### src/rtl/id_pkg.sv
// Shared decode definitions for the instruction decode stage: field positions, class order,
// write-back class mask and FSM encoding.
package id_pkg;

  localparam int unsigned OpcHi      = 31;
  localparam int unsigned OpcLo      = 26;
  localparam int unsigned RdHi       = 25;
  localparam int unsigned RdLo       = 22;
  localparam int unsigned RsHi       = 21;
  localparam int unsigned RsLo       = 18;
  localparam int unsigned CcHi       = 17;
  localparam int unsigned CcLo       = 14;
  localparam int unsigned ImmFlagBit = 13;
  localparam int unsigned ImmHi      = 12;
  localparam int unsigned ImmW       = 13;

  localparam int unsigned NumClasses = 12;

  // Class index order; index i lights dopc bit (NumClasses-1-i).
  typedef enum logic [3:0] {
    ClsAddsub = 4'd0,
    ClsMul    = 4'd1,
    ClsDiv    = 4'd2,
    ClsAbs    = 4'd3,
    ClsShift  = 4'd4,
    ClsLogic  = 4'd5,
    ClsSet    = 4'd6,
    ClsLoad   = 4'd7,
    ClsStore  = 4'd8,
    ClsJump   = 4'd9,
    ClsNop    = 4'd10,
    ClsHalt   = 4'd11
  } cls_e;

  localparam logic [NumClasses-1:0] TopOnehot  = 12'h800;
  localparam logic [NumClasses-1:0] NopOnehot  = 12'h002;
  localparam logic [NumClasses-1:0] HaltOnehot = 12'h001;
  // addsub..load write a register
  localparam logic [NumClasses-1:0] WbClassMask = 12'hFF0;

  typedef enum logic [1:0] {
    StRun       = 2'd0,
    StInterlock = 2'd1,
    StHalted    = 2'd2
  } state_e;

  function automatic logic [NumClasses-1:0] class_onehot(input logic [3:0] cls);
    logic [NumClasses-1:0] oh;
    if (cls < 4'(NumClasses)) begin
      oh = TopOnehot >> cls;
    end else begin
      oh = NopOnehot;
    end
    return oh;
  endfunction

endpackage

### src/rtl/id_regfile.sv
// Decode-stage register file: two async read ports, one sync write port with write-through.
// ID_R0_ZERO_EN makes R0 a constant zero.
module id_regfile #(
  parameter int unsigned WORD = 32,
  parameter int unsigned W_RD = 4
) (
  input  logic            clk,
  input  logic            rst,
  input  logic            we_i,
  input  logic [W_RD-1:0] waddr_i,
  input  logic [WORD-1:0] wdata_i,
  input  logic [W_RD-1:0] raddr_a_i,
  input  logic [W_RD-1:0] raddr_b_i,
  output logic [WORD-1:0] rdata_a_o,
  output logic [WORD-1:0] rdata_b_o
);

  localparam int unsigned NumRegs = 1 << W_RD;

  logic [WORD-1:0] mem_q [NumRegs];
  logic            we;

`ifdef ID_R0_ZERO_EN
  assign we = we_i && (waddr_i != '0);
`else
  assign we = we_i;
`endif

  always_ff @(posedge clk or negedge rst) begin
    if (!rst) begin
      for (int i = 0; i < NumRegs; i++) begin
        mem_q[i] <= '0;
      end
    end else if (we) begin
      mem_q[waddr_i] <= wdata_i;
    end
  end

  always_comb begin
    rdata_a_o = (we && (waddr_i == raddr_a_i)) ? wdata_i : mem_q[raddr_a_i];
    rdata_b_o = (we && (waddr_i == raddr_b_i)) ? wdata_i : mem_q[raddr_b_i];
`ifdef ID_R0_ZERO_EN
    if (raddr_a_i == '0) rdata_a_o = '0;
    if (raddr_b_i == '0) rdata_b_o = '0;
`endif
  end

endmodule

### src/rtl/instr_decode.sv
// Decode stage: decodes IF instructions, reads operands and issues a registered bundle to
// execute with RAW interlock, branch squash, stall and halt. Option: ID_R0_ZERO_EN.
module instr_decode
  import id_pkg::*;
#(
  parameter int unsigned WORD   = 32,
  parameter int unsigned ADDR   = 16,
  parameter int unsigned W_RD   = 4,
  parameter int unsigned W_OPC  = 6,
  parameter int unsigned W_DOPC = 12,
  parameter int unsigned W_CC   = 4
) (
  input  logic              clk,
  input  logic              rst,
  input  logic              inst_v_i,
  input  logic [31:0]       inst_i,
  input  logic [ADDR-1:0]   inst_addr_i,
  output logic              ready_o,
  input  logic              branch_i,
  output logic              v_o,
  input  logic              stall_i,
  output logic [WORD-1:0]   src_o,
  output logic [WORD-1:0]   dest_o,
  output logic              wb_o,
  output logic [W_RD-1:0]   rd_num_o,
  output logic [W_DOPC-1:0] dopc_o,
  output logic [W_OPC-1:0]  opc_o,
  output logic [ADDR-1:0]   origaddr_o,
  output logic [W_CC-1:0]   cc_o,
  input  logic              ex_wb_i,
  input  logic [W_RD-1:0]   ex_rd_num_i,
  input  logic [WORD-1:0]   ex_rd_data_i
);

  logic [W_OPC-1:0]  opc;
  logic [W_RD-1:0]   rd, rs;
  logic [W_CC-1:0]   cc;
  logic              imm_f;
  logic [WORD-1:0]   imm_sext, rs_data, rd_data;
  logic [3:0]        cls;
  logic [W_DOPC-1:0] dopc;
  logic              is_halt, hazard, r0_skip, ready, accept;

  state_e state_q, state_d;

  logic              v_q, v_d, wb_q;
  logic [WORD-1:0]   src_q, dest_q;
  logic [W_RD-1:0]   rd_num_q;
  logic [W_DOPC-1:0] dopc_q;
  logic [W_OPC-1:0]  opc_q;
  logic [ADDR-1:0]   origaddr_q;
  logic [W_CC-1:0]   cc_q;

  assign opc      = inst_i[OpcHi:OpcLo];
  assign rd       = inst_i[RdHi:RdLo];
  assign rs       = inst_i[RsHi:RsLo];
  assign cc       = inst_i[CcHi:CcLo];
  assign imm_f    = inst_i[ImmFlagBit];
  assign imm_sext = {{(WORD - ImmW){inst_i[ImmHi]}}, inst_i[ImmHi:0]};
  assign cls      = opc[W_OPC-1 -: 4];
  assign dopc     = class_onehot(cls);
  assign is_halt  = (dopc == HaltOnehot);

  id_regfile #(
    .WORD (WORD),
    .W_RD (W_RD)
  ) u_regfile (
    .clk       (clk),
    .rst       (rst),
    .we_i      (ex_wb_i),
    .waddr_i   (ex_rd_num_i),
    .wdata_i   (ex_rd_data_i),
    .raddr_a_i (rs),
    .raddr_b_i (rd),
    .rdata_a_o (rs_data),
    .rdata_b_o (rd_data)
  );

`ifdef ID_R0_ZERO_EN
  assign r0_skip = (rd_num_q == '0);
`else
  assign r0_skip = 1'b0;
`endif

  // Bundle in flight will write a register this instruction reads (or overwrites).
  assign hazard = (state_q == StRun) && inst_v_i && v_q && wb_q && !r0_skip &&
                  ((rd_num_q == rd) || (!imm_f && (rd_num_q == rs)));

  always_ff @(posedge clk or negedge rst) begin
    if (!rst) begin
      state_q <= StRun;
    end else begin
      state_q <= state_d;
    end
  end

  always_comb begin
    state_d = state_q;
    if (!stall_i) begin
      unique case (state_q)
        StRun, StInterlock: begin
          if (accept && is_halt) begin
            state_d = StHalted;
          end else if (hazard && !branch_i) begin
            state_d = StInterlock;
          end else begin
            state_d = StRun;
          end
        end
        StHalted: state_d = StHalted;
        default:  state_d = StRun;
      endcase
    end
  end

  always_comb begin
    ready = 1'b0;
    unique case (state_q)
      StRun:       ready = branch_i || !hazard;
      StInterlock: ready = 1'b1;
      default:     ready = 1'b0;
    endcase
    if (!rst || stall_i) begin
      ready = 1'b0;
    end
  end

  // A branch consumes the handshake but issues nothing.
  assign accept = ready && inst_v_i && !branch_i;
  assign v_d    = stall_i ? v_q : accept;

  always_ff @(posedge clk or negedge rst) begin
    if (!rst) begin
      v_q        <= 1'b0;
      wb_q       <= 1'b0;
      src_q      <= '0;
      dest_q     <= '0;
      rd_num_q   <= '0;
      dopc_q     <= '0;
      opc_q      <= '0;
      origaddr_q <= '0;
      cc_q       <= '0;
    end else begin
      v_q <= v_d;
      if (accept) begin
        wb_q       <= |(dopc & WbClassMask);
        src_q      <= imm_f ? imm_sext : rs_data;
        dest_q     <= rd_data;
        rd_num_q   <= rd;
        dopc_q     <= dopc;
        opc_q      <= opc;
        origaddr_q <= inst_addr_i;
        cc_q       <= cc;
      end
    end
  end

  assign ready_o    = ready;
  assign v_o        = v_q;
  assign wb_o       = wb_q;
  assign src_o      = src_q;
  assign dest_o     = dest_q;
  assign rd_num_o   = rd_num_q;
  assign dopc_o     = dopc_q;
  assign opc_o      = opc_q;
  assign origaddr_o = origaddr_q;
  assign cc_o       = cc_q;

endmodule

### config.mk
export PLATFORM = sky130hd
export DESIGN_NAME = instr_decode
export DESIGN_NICKNAME = d
export VERILOG_FILES = /design/src/rtl/id_pkg.sv /design/src/rtl/id_regfile.sv /design/src/rtl/instr_decode.sv
export SDC_FILE = /design/constraint.sdc
export NUM_CORES = 1
export LEC_CHECK = 0
export BUFFER_PORTS_ARGS = -buffer_cell sky130_fd_sc_hd__buf_2
export CELL_PAD_IN_SITES_DETAIL_PLACEMENT = 1
export CELL_PAD_IN_SITES_GLOBAL_PLACEMENT = 2
export CORE_MARGIN = 5
export CORE_UTILIZATION = 25
export CTS_BUF_LIST = sky130_fd_sc_hd__clkbuf_16
export CTS_CLUSTER_SIZE = 20
export DETAILED_ROUTE_END_ITERATION = 10
export PLACE_DENSITY_LB_ADDON = 0.1
export SLEW_MARGIN = 5
export SYNTH_ARGS = -nofsm -noshare
export SYNTH_HDL_FRONTEND = slang
export SYNTH_HIERARCHICAL = 1
export SYNTH_SLANG_ARGS = --single-unit
### constraint.sdc
create_clock -name clk -period 6.51 [get_ports clk]
set_input_delay 1.302 -clock clk [delete_from_list [all_inputs] [get_ports clk]]
set_output_delay 1.302 -clock clk [all_outputs]
set_load 0.02 [all_outputs]
==> run metrics <==
leakage power=15.7 nW; Seq cells post-synth=622; First DRT Iteration DRCs=983; CTS tree=done; largest net degree at the start of global routing=158; number of hold violations in the final report=0; metal3 WL=3850 um; Worst Skew=20.6 ps; Hold Crit Class=flip-flop to flip-flop; period utilisation layout=64.1%; Resized cells post-CTS=0; Area Overhead vs Synth=16.7%; Synth async-reset ratio=100%; Max FO, Critical Path=52; status=complete, no violations; Port Buf Inserts=198; layout cells sized above 1=57.7%; vias in the first global route=22,694; Worst path max stage delay=540 ps; worst path required time=5210 ps; post-synthesis simple-gate area fraction=1.83%; gpl congestion=0.709; r2r setup slk=3840 ps; Final min period=4170 ps; Post-Syn Nets=2,176; Ys Warns=6; Slew HR=16.4%; number of synthesized flops with an enable pin=0; critical path startpoint category=input port; initial core utilization=25.1%; R2R Path End=cc_o[2]; ys flop type=dfrtp_1; fin worst setup slack=2340 ps; clock tree sinks=622; M1 WL=53,700 um; Multi-input gate area=0.0156 mm2; Syn Inst Count=2,086; Vias=19,954; register area share after synthesis=48.6%; CTS root buf=clkbuf_16; number of hold buffers added after CTS=0; vias per cell=5.06; met2 wire length=59,400 um; worst r2r path cells=6; Antenna Nets Post-Route=0; row count=131; CP endpoint kind=output port; num ports=199; DR top layer=met5; setup TNS after final layout=0 ps; worst r2r src=rd_num_o[2]; # setup viols final=0; first-pass GRT wire length=174,000 um; CTS HTree Levels=3; synthesized-area fraction occupied by adder cells=0%; Worst Path Arrival=2870 ps; post-layout util=29.3%; RSZ-0062 raised after global routing=no; drt total wl=120,000 um; chip width=368 um; largest family of logic cells by synthesized area=multiplexers; clock insertion delay at the later pin of the skew report=640 ps; initial antenna violation count=10; Die Ht=368 um; post-synthesis mux area share=42.7%; Pins Over Slew Limit=0; DRC viols=0; Pwr Density=342 mW/mm2; # nets final=2,310; clock-pin slew on the worst setup and hold paths=50 ps; worst slew pin tran=1250 ps; most frequent cells in the layout=674 x mux2_2, 622 x dfrtp_1, 258 x mux4_2; max-capacitance violation count=0; total track usage=17.6%; Worst IR Drop VDD=0.168 mV; Tot Pwr=12.8 mW; slowest library cell on the worst path=buf_8; Cell Chain, Critical Path=buf_8 -> xor2_1 -> nor3_1 -> a22oi_1 -> and3_1 -> buf_2; Place WS=2150 ps; synthesized cell area=0.0320 mm2; post-synthesis xor/xnor area fraction=0.438%; Sequential Area=0.0156 mm2; hold path endpoint=src_o[3]; die area=0.135 mm2; post-DP HPWL=68,200 um; GRT overflow=0; Max Fclk=240 MHz; WS Path Type=input port to output port; fill count=13,247; Post-CTS Setup Bufs=0; CTS Buffer Depth=3; Initial DRT Pass Iterations=4; wire length per cell=30.4 um; commonest non-fill, non-tap cell in the layout=mux2_2; Synth Area in Compound Gates=3.32%; synth unique cells=32; min-delay src=src_o[3]; syn_area_per_cell=15.3 um2; Worst Setup SP=inst_i[18]; Worst Hold Depth=1; core area=0.127 mm2; CTS buffer count=81
-- cell usage after synthesis, types with 2 or more instances --
cell / count / share of area, %
xnor2_1: 2 / 0.055
a22oi_1: 125 / 2.9
nor4_1: 3 / 0.059
mux2_2: 674 / 24
nor3_1: 7 / 0.11
buf_2: 68 / 1.1
nand3b_1: 4 / 0.094
o21ai_0: 22 / 0.34
and2_0: 2 / 0.039
buf_6: 3 / 0.11
nor2_1: 19 / 0.22
dfrtp_1: 622 / 49
nand2_1: 72 / 0.84
mux2_1: 13 / 0.46
mux2_4: 7 / 0.33
buf_1: 15 / 0.18
nor2b_1: 4 / 0.078
nor4_2: 2 / 0.078
nand3_1: 2 / 0.031
inv_1: 23 / 0.27
mux4_2: 258 / 18
or3_1: 3 / 0.059
clkbuf_1: 92 / 1.1
nand2b_1: 6 / 0.12
buf_4: 17 / 0.40
and3_1: 2 / 0.039
xor2_1: 14 / 0.38
-- power by group --
part           internal [mW]  switching (mW)  total [mW]
Sequential              4.80           0.667        5.47
Clock                   2.52            1.80        4.32
Combinational           1.69            1.30        2.99
Total                   9.01            3.77        12.8
-- critical path, delay by kind of cell --
| family | cells | cell delay, ps |
|---|---|---|
| xor+xnor | 1 | 200 |
| compound gates | 1 | 320 |
| buf+inv | 2 | 710 |
| simple gates | 2 | 300 |
-- registers in the layout, indices dropped and copies added (netlist names) --
register / count
u_regfile/mem_q: 512
dest_o: 32
src_o: 32
origaddr_o: 16
dopc_o: 12
opc_o: 6
cc_o: 4
rd_num_o: 4
state_q: 2
v_o: 1
wb_o: 1
-- layout make-up --
type | instances | share of cell area [%]
sequential | 622 | 41.7
clock inverter | 57 | 0.935
timing repair buffer | 246 | 4.00
antenna | 3 | 0.0201
tap | 1662 | 5.57
clock buffer | 86 | 5.76
multi-input combinational | 1246 | 41.8
inverter | 23 | 0.231
-- routing by layer --
layer | up-vias | global-route usage [%]
met5 | - | 0
met4 | 2 | 4.42
met3 | 156 | 2.76
met2 | 331 | 30.1
met1 | 11170 | 23.5
li1 | 8295 | -
-- worst max-delay path by stage --
stage | end | slack [ps] | depth (start not counted)
floorplan | src_o[10] | 3100 | 9
global placement | src_o[31] | 2050 | 9
global route | ready_o | 2130 | 6
detailed placement | src_o[7] | 2150 | 8
finish | ready_o | 2340 | 6
CTS | ready_o | 2280 | 6
-- stage by stage --
stage,area [um2],hold slack [ps],instances
CTS,37300,504,3942
finish,37300,501,3945
global route,37300,516,3943
detailed placement,34800,490,3799
floorplan,32000,461,2086
global placement,34800,483,3799
-- cell families (layout without fill, tap and decap cells) --
logic type                count (synthesis)  in the layout
other                                     0              3
buffers and inverters                   218            412
muxes                                   953            953
DFF                                     622            622
AOI/OAI and AO/OA                       149            149
and+or+nand+nor                         128            128
xor gates and xnor gates                 16             16
No activity file was read; power rests on OpenSTA's default activity.
